File: src/rtl/vjp_src_if.sv
// Host register bus for vjp_src.
//   host_wr   : write strobe, one register write per asserted cycle
//   host_addr : register select (0 pad1, 1 pad2, 2 turbo mask, 3 mode)
//   host_din  : write data
// The master modport belongs to the host, and the slave modport to vjp_src.
interface vjp_src_if;
  logic       host_wr;
  logic [1:0] host_addr;
  logic [7:0] host_din;

  modport master (output host_wr, output host_addr, output host_din);
  modport slave  (input  host_wr, input  host_addr, input  host_din);
endinterface

File: src/rtl/vjp_src.sv
// vjp_src -- virtual joypad source.
// Stands in for up to two serial joypads. For each pad, the source is the
// physical pad, a host-programmed button byte, or a merge of the two. Turbo
// can auto-release the A/B buttons on alternating latch periods.
// Ports:
//   clk, rst            : system clock, synchronous active-high reset
//   jp_latch, jp_clk    : latch strobe / shift clock from the joypad controller
//   phys_data1/2        : active-low serial data from the physical pads
//   host                : host register bus (vjp_src_if.slave)
//   jp_data1/2          : active-low serial data to the joypad controller
//   turbo_phase         : current turbo phase (1 = turbo buttons released)
module vjp_src (
  input  logic          clk,
  input  logic          rst,
  input  logic          jp_latch,
  input  logic          jp_clk,
  input  logic          phys_data1,
  input  logic          phys_data2,
  vjp_src_if.slave      host,
  output logic          jp_data1,
  output logic          jp_data2,
  output logic          turbo_phase
);

  logic [7:0] r_pad1;
  logic [7:0] r_pad2;
  logic [3:0] r_mask;
  logic [7:0] r_mode;
  logic [7:0] r_shift1;
  logic [7:0] r_shift2;
  logic       r_ser1;
  logic       r_ser2;
  logic [3:0] r_cnt;
  logic       r_phase;
  logic       r_latch_prev;
  logic       r_jpclk_prev;

  logic [3:0] w_period;
  logic       w_latch_rise;
  logic       w_clk_rise;
  logic       w_mode_wr;
  logic [7:0] w_load1;
  logic [7:0] w_load2;

  // Host buttons with the turbo-masked A/B bits released during turbo phase 1.
  // tmask is {B, A} for the pad.
  function automatic logic [7:0] load_value(input logic [7:0] btn,
                                            input logic [1:0] tmask,
                                            input logic       phase);
    logic [7:0] v;
    v = btn;
    if (phase) begin
      v[0] = btn[0] & ~tmask[0];
      v[1] = btn[1] & ~tmask[1];
    end
    return v;
  endfunction

  // Output source select. Both inputs are active-low, so AND reports a press
  // from either source. Code 11 behaves like physical pass-through.
  function automatic logic pick_out(input logic [1:0] src,
                                    input logic       ser,
                                    input logic       phys);
    logic o;
    case (src)
      2'b01:   o = ser;
      2'b10:   o = ser & phys;
      default: o = phys;
    endcase
    return o;
  endfunction

  assign w_period     = r_mode[7:4];
  assign w_latch_rise = jp_latch & ~r_latch_prev;
  assign w_clk_rise   = jp_clk & ~r_jpclk_prev;
  assign w_mode_wr    = host.host_wr && (host.host_addr == 2'd3);
  assign w_load1      = load_value(r_pad1, r_mask[1:0], r_phase);
  assign w_load2      = load_value(r_pad2, r_mask[3:2], r_phase);

  // Host register file. A write lands at this edge, so a load on the same
  // cycle still sees the previous value.
  always_ff @(posedge clk) begin
    if (rst) begin
      r_pad1 <= 8'h00;
      r_pad2 <= 8'h00;
      r_mask <= 4'h0;
      r_mode <= 8'h00;
    end else if (host.host_wr) begin
      case (host.host_addr)
        2'd0:    r_pad1 <= host.host_din;
        2'd1:    r_pad2 <= host.host_din;
        2'd2:    r_mask <= host.host_din[3:0];
        default: r_mode <= host.host_din;
      endcase
    end
  end

  // Edge-detect history for the controller strobes.
  always_ff @(posedge clk) begin
    if (rst) begin
      r_latch_prev <= 1'b0;
      r_jpclk_prev <= 1'b0;
    end else begin
      r_latch_prev <= jp_latch;
      r_jpclk_prev <= jp_clk;
    end
  end

  // Turbo counter. Period 0 parks everything. A mode write restarts the count
  // but keeps the phase, which avoids glitching a turbo button mid-use.
  always_ff @(posedge clk) begin
    if (rst) begin
      r_cnt   <= 4'd0;
      r_phase <= 1'b0;
    end else if (w_period == 4'd0) begin
      r_cnt   <= 4'd0;
      r_phase <= 1'b0;
    end else if (w_mode_wr) begin
      r_cnt   <= 4'd0;
    end else if (w_latch_rise) begin
      if (r_cnt >= w_period - 4'd1) begin
        r_cnt   <= 4'd0;
        r_phase <= ~r_phase;
      end else begin
        r_cnt   <= r_cnt + 4'd1;
      end
    end
  end

  // Shift registers. A latch reloads on every cycle it is high, and takes
  // priority over a shift-clock edge. Zeros shift in from the top, so a pad
  // reads released after eight shifts.
  always_ff @(posedge clk) begin
    if (rst) begin
      r_shift1 <= 8'h00;
      r_shift2 <= 8'h00;
    end else if (jp_latch) begin
      r_shift1 <= w_load1;
      r_shift2 <= w_load2;
    end else if (w_clk_rise) begin
      r_shift1 <= {1'b0, r_shift1[7:1]};
      r_shift2 <= {1'b0, r_shift2[7:1]};
    end
  end

  // Registered active-low serial bit.
  always_ff @(posedge clk) begin
    if (rst) begin
      r_ser1 <= 1'b1;
      r_ser2 <= 1'b1;
    end else begin
      r_ser1 <= ~r_shift1[0];
      r_ser2 <= ~r_shift2[0];
    end
  end

  // The source mux is combinational, so a source change takes effect at once.
  always_comb begin
    jp_data1    = pick_out(r_mode[1:0], r_ser1, phys_data1);
    jp_data2    = pick_out(r_mode[3:2], r_ser2, phys_data2);
    turbo_phase = r_phase;
  end

endmodule

File: src/flat_wrapper.sv
// flat-port wrapper written by rule: the top's interface ports become plain ports
module vjp_src_flat 
  (clk, rst, jp_latch, jp_clk, phys_data1, phys_data2, jp_data1, jp_data2, turbo_phase, host_host_wr, host_host_addr, host_host_din);
  vjp_src_if host_i ();
  input  logic clk;
  input  logic rst;
  input  logic jp_latch;
  input  logic jp_clk;
  input  logic phys_data1;
  input  logic phys_data2;
  output logic jp_data1;
  output logic jp_data2;
  output logic turbo_phase;
  input wire logic [$bits(host_i.host_wr)-1:0] host_host_wr;
  input wire logic [$bits(host_i.host_addr)-1:0] host_host_addr;
  input wire logic [$bits(host_i.host_din)-1:0] host_host_din;
  assign host_i.host_wr = host_host_wr;
  assign host_i.host_addr = host_host_addr;
  assign host_i.host_din = host_host_din;
  vjp_src u_core (.clk(clk), .rst(rst), .jp_latch(jp_latch), .jp_clk(jp_clk), .phys_data1(phys_data1), .phys_data2(phys_data2), .host(host_i), .jp_data1(jp_data1), .jp_data2(jp_data2), .turbo_phase(turbo_phase));
endmodule
File: config.mk
export PLATFORM = sky130hd
export DESIGN_NAME = vjp_src_flat
export DESIGN_NICKNAME = d
export VERILOG_FILES = /design/src/rtl/vjp_src_if.sv /design/src/rtl/vjp_src.sv /design/src/flat_wrapper.sv
export SDC_FILE = /design/constraint.sdc
export NUM_CORES = 1
export LEC_CHECK = 0
export ABC_AREA = 1
export BUFFER_PORTS_ARGS = -buffer_cell sky130_fd_sc_hd__buf_2
export CAP_MARGIN = 25
export CORE_UTILIZATION = 50
export CTS_CLUSTER_DIAMETER = 120
export CTS_CLUSTER_SIZE = 10
export DETAILED_ROUTE_END_ITERATION = 8
export GPL_ROUTABILITY_DRIVEN = 0
export PLACE_DENSITY = 0.72
export SYNTH_ARGS = -nofsm -noshare
export SYNTH_HDL_FRONTEND = slang
export SYNTH_SLANG_ARGS = --single-unit
File: constraint.sdc
create_clock -name clk -period 1.5 [get_ports clk]
set_clock_uncertainty 0.1 [all_clocks]
set_input_delay 0.3 -clock clk [delete_from_list [all_inputs] [get_ports clk]]
set_output_delay 0.3 -clock clk [all_outputs]
set_load 0.01 [all_outputs]
Word-level counts from Yosys, hierarchy flattened
Index checks and enable logic that the tools add are counted.
{"block": "op_classes", "bitwise_logic": 19, "eq_ne": 7, "reduce_logical": 12, "muxes": 9, "n_lt_le_gt_ge": 1, "addsub": 2}
{"op": "$mux W8", "n": 4}
{"op": "$not A1 Y1", "n": 11}
{"op": "$and A1 B1 Y1", "n": 8}
{"op": "$eq A2 B2 Y1 const B", "n": 4}
{"op": "$reduce_and A2 Y1", "n": 4}
{"op": "$eq A2 B1 Y1 const B", "n": 3}
{"op": "$reduce_or A3 Y1", "n": 2}
{"op": "$add A4 B1 Y4 const B", "n": 1}
{"op": "$ge A4 B4 Y1", "n": 1}
{"op": "$logic_not A4 Y1", "n": 1}
{"op": "$mux W2", "n": 2}
{"op": "$mux W4", "n": 1}
{"op": "$pmux W1 S2", "n": 2}
{"op": "$sub A4 B1 Y4 const B", "n": 1}
{"op": "$reduce_and A3 Y1", "n": 1}
{"op": "$logic_not A2 Y1", "n": 1}
{"op": "$reduce_bool A2 Y1", "n": 1}
{"op": "$reduce_or A2 Y1", "n": 1}
{"op": "$logic_and A1 B1 Y1", "n": 1}
{"block": "totals", "inputBits": 17, "word_cells": 62, "reg_bits": 53}

Logic depth before layout (Yosys ltp)
{"block": "logic_depth", "ltp_word": 4, "mapped_depth": 11, "ltp_nobuf": 11}

Worst setup path before layout
OpenSTA, ideal clock, no wires.
{"block": "synth_path", "kind": "register to register", "startpoint": "reg u_core.r_mode[4]", "endpoint": "reg u_core.r_cnt[1]", "setup_slack_ns": -0.117, "t_required_ns": 1.322, "period_less_slack_ns": 1.617, "arrival_ns": 1.439, "setup_ns": 0.078, "stages_incl_launch_ff": 12, "cell_sequence": "dfxtp_1 > inv_1 > ha_1 > xnor2_1 > ha_1 > nand2_1 > inv_1 > nand2_1 > nand3_1 > nand2_1 > nand2_1 > nor3_1"}
{"block": "synth_via", "elab_chain_len": 3, "word_cells_on_any_way": 5, "cone_classes": "add/sub (1); order compare (1); mux (1); reduce/logical (2)"}
{"element": "start: declaration", "line": "vjp_src.sv:28", "rtl": "logic [7:0] r_mode;"}
{"element": "start signal: assignment", "line": "vjp_src.sv:93", "rtl": "default: r_mode <= host.host_din;"}
{"element": "$sub A4 B1 Y4", "line": "vjp_src.sv:121", "rtl": "if (r_cnt >= w_period - 4'd1) begin"}
{"element": "$ge A4 B4 Y1", "line": "vjp_src.sv:121"}
{"element": "$mux W4", "line": "vjp_src.sv:121"}
{"element": "end signal: assignment", "line": "vjp_src.sv:125", "rtl": "r_cnt <= r_cnt + 4'd1;"}
{"element": "end: declaration", "line": "vjp_src.sv:33", "rtl": "logic [3:0] r_cnt;"}
Several ways; a longest one is shown, not always the timed one.
A chain may end at the register's enable or synchronous reset.

Final worst setup path
{"block": "layout_path", "startpoint": "reg u_core.r_mode[4]", "endpoint": "reg u_core.r_phase, in the netlist u_core.turbo_phase"}
{"block": "layout_via", "elab_chain_len": 3, "word_cells_on_any_way": 5, "cone_classes": "add/sub (1); order compare (1); reduce/logical (3)"}
{"element": "$sub A4 B1 Y4", "line": "vjp_src.sv:121"}
{"element": "$ge A4 B4 Y1", "line": "vjp_src.sv:121"}
{"element": "$reduce_and A3 Y1 (no line)"}
{"element": "end signal: assignment", "line": "vjp_src.sv:123", "rtl": "r_phase <= ~r_phase;"}
{"element": "end: declaration", "line": "vjp_src.sv:34", "rtl": "logic r_phase;"}
Several ways; a longest one is shown, not always the timed one.

==> results.ini <==
[outcome]
status = finished, violations left
violations = setup timing

[synthesis]
synth_fp_nets = 313
synthCells = 286
synth_area_sq_um = 2300
synth_common_cells = dfxtp_1 (53), nand2_1 (37), nor2_1 (35)
ys_top_cells_by_area = dfxtp_1 (46%), o21ai_0 (7.4%), a21oi_1 (6.3%)
synth.most_common_cell = dfxtp_1
synth_flop_cell = dfxtp_1
synth_edf_count = 0
avgSynthCellArea_sq_um = 8.05
yosysTopAreaCell = dfxtp_1
seq_area_frac_synth_pct = 46.1
synth_top_area_share_pct = 46.1
yosysUniqueCellTypes = 28
async_flop_share_pct = 0
synth_seq_cells = 53
yosysWarnings = 0

[critical_path]
cp-end-kind = flop
cp_max_fo = 3
cp-start-kind = flop
required_ps = 1650
cp.arrival_ps = 1840
critPathKind = flop to flop

[global_route]
grt_max_degree = 20
grt_pass1_wl_mm = 8.08
antenna_found_initial = 0
gr-total-overflow = 0
grt_pass1_vias = 1813
grt_usage_pct = 20.7

[clocking]
numCtsBuffers = 5
path_clk_slew_ps = 100
clkLatencyLatePin_ps = 310
ctsRootBufferMaster = clkbuf_8
cts_max_path_buffers = 2
tritoncts = done
clock_sinks = 53
htreeDepth = 2

[sta]
worst-slew-pin-transition_ps = 447
period_minus_slack_ps = 1690
fmax_mhz = 591
setup_viol = 7
finalCritPeriodShare_pct = 113
slew_viol_final = 0
setup_slack_ps = -193
rsz0062_at_grt = true
slew_headroom_pct = 70.1
final-hold-violation-count = 0

[route]
via_count = 1912
drt_pass1_iterations = 4
drt-initial-drc-count = 109
wl_mm = 4.64
drc = 0
final_antenna_net_count = 0
wl_per_cell_microns = 12.6
routed_via_density = 5.20

[floorplan]
dieArea_sq_um = 4880
chipWidth_microns = 69.9
start_util_pct = 52.5
fp.coreArea_sq_um = 4380
die_y_microns = 69.9
io_pins = 20
rows = 24

[finish]
diodes = 0
post-route-util_pct = 62.2
area_delta_synth_final_pct = 18.5
nets = 342
drive_above_1_share_pct = 26.9

[placed_design]
post-place-ws_ps = -169
hpwlAfterDp_mm = 3.33
portBuffers = 19

[power]
power_density_nw_per_um2 = 1040
vdd_ir_drop_max_mv = 0.708
leakage_nw = 1.11
power.total_w = 0.00284

[worst_hold_path]
holdCritPathClass = input port to flop

[job]
maxCapViolations = 0

-- cells in the final DEF, fill, tap and decap left out, drive strengths merged --
master    count
clkinv        2
a21oi        29
bufinv        1
xor2          2
a31oi         8
nor2         36
o211ai        1
clkinvlp      1
ha           10
dfxtp        53
nand2        37
nand3        14
clkbuf        5
a311oi        3
nand4         3
a211oi        3
inv          32
o21ai        37
buf          34
nor3          3
xnor2         1
or2           1
-- worst max-delay path, stage by stage, from the launching register on --
cell and delay [ps]:
dfxtp_2 330, inv_2 50, ha_4 160, xnor2_2 130, ha_1 310, nand2_1 60, inv_1 40, nand2_1 60
nand3_2 110, nand3_2 80, nand2_1 60, a21oi_1 140
-- metal layers --
metal  GRT usage, %  vias up  share of wire, %  wire length (microns)
met5              0        -                 0                      0
met4           6.67        0              0.58                     27
met3           4.18        2               3.8                    175
met2           32.3       34                46                   2140
met1           28.7      868                49                   2300
li1               -     1008                 -                      -
-- sequential cells by signal, summed over array words and instances (netlist names), 4 cells and up --
register and cells:
u_core.r_cnt 4, u_core.r_shift1 8, u_core.r_mode 8, u_core.r_shift2 8, u_core.r_pad1 8, u_core.r_mask 4
u_core.r_pad2 8
-- final timing paths --
path,from,endpoint,slack (ps),cells past startpoint
worst max-delay path,u_core.r_mode[4],u_core.turbo_phase,-190,11
worst min-delay path,jp_clk,u_core.r_jpclk_prev,130,3
worst max register to register,u_core.r_mode[4],u_core.turbo_phase,-190,11
worst min register to register,u_core.r_shift2[0],u_core.r_ser2,290,1
-- cells by family (layout without fill, tap and decap cells) --
family	after synthesis	in the layout	share of synthesized area, %
xor gates and xnor gates	3	3	1.14
buffers and inverters	45	75	9.02
and+or+nand+nor	94	94	18.5
adders and majority gates	10	10	5.43
DFF	53	53	46.1
AOI/OAI and AO/OA	81	81	19.8
-- power breakdown --
group / switching, W / internal (W) / total (W)
combinational: 0.000207 / 0.000141 / 0.000348
sequential: 0.0000344 / 0.00147 / 0.00151
clock: 0.000487 / 0.000500 / 0.000987
-- metrics by stage --
step           setup TNS, ps  hold WS, ps  area, sq um  std cells
2_1_floorplan          -47.4          263         2330        286
3_3_place_gp           -1040          272         2500        357
3_5_place_dp           -1420          275         2500        357
4_1_cts                -1100          125         2690        368
5_1_grt                -1720          174         2730        368
6_report               -1240          130         2730        368
-- final cells by class --
class / count / area [sq um]
clock buffer: 5 / 68.8
clock inverter: 3 / 46.3
tap: 52 / 65.1
multi-input combinational: 188 / 1150
fill: 384 / 1660
sequential: 53 / 1070
inverter: 33 / 125
timing repair buffer: 34 / 208
-- what timing repair did --
item                       CTS  global route
pin swaps                    6             8
setup endpoints to repair    8            12
gates cloned                 0             0
hold buffers                 0             0
buffers inserted             3             0
hold endpoints to repair     0             0
gates resized for setup     18             8
Note: power is estimated with default switching activity, not from simulation.
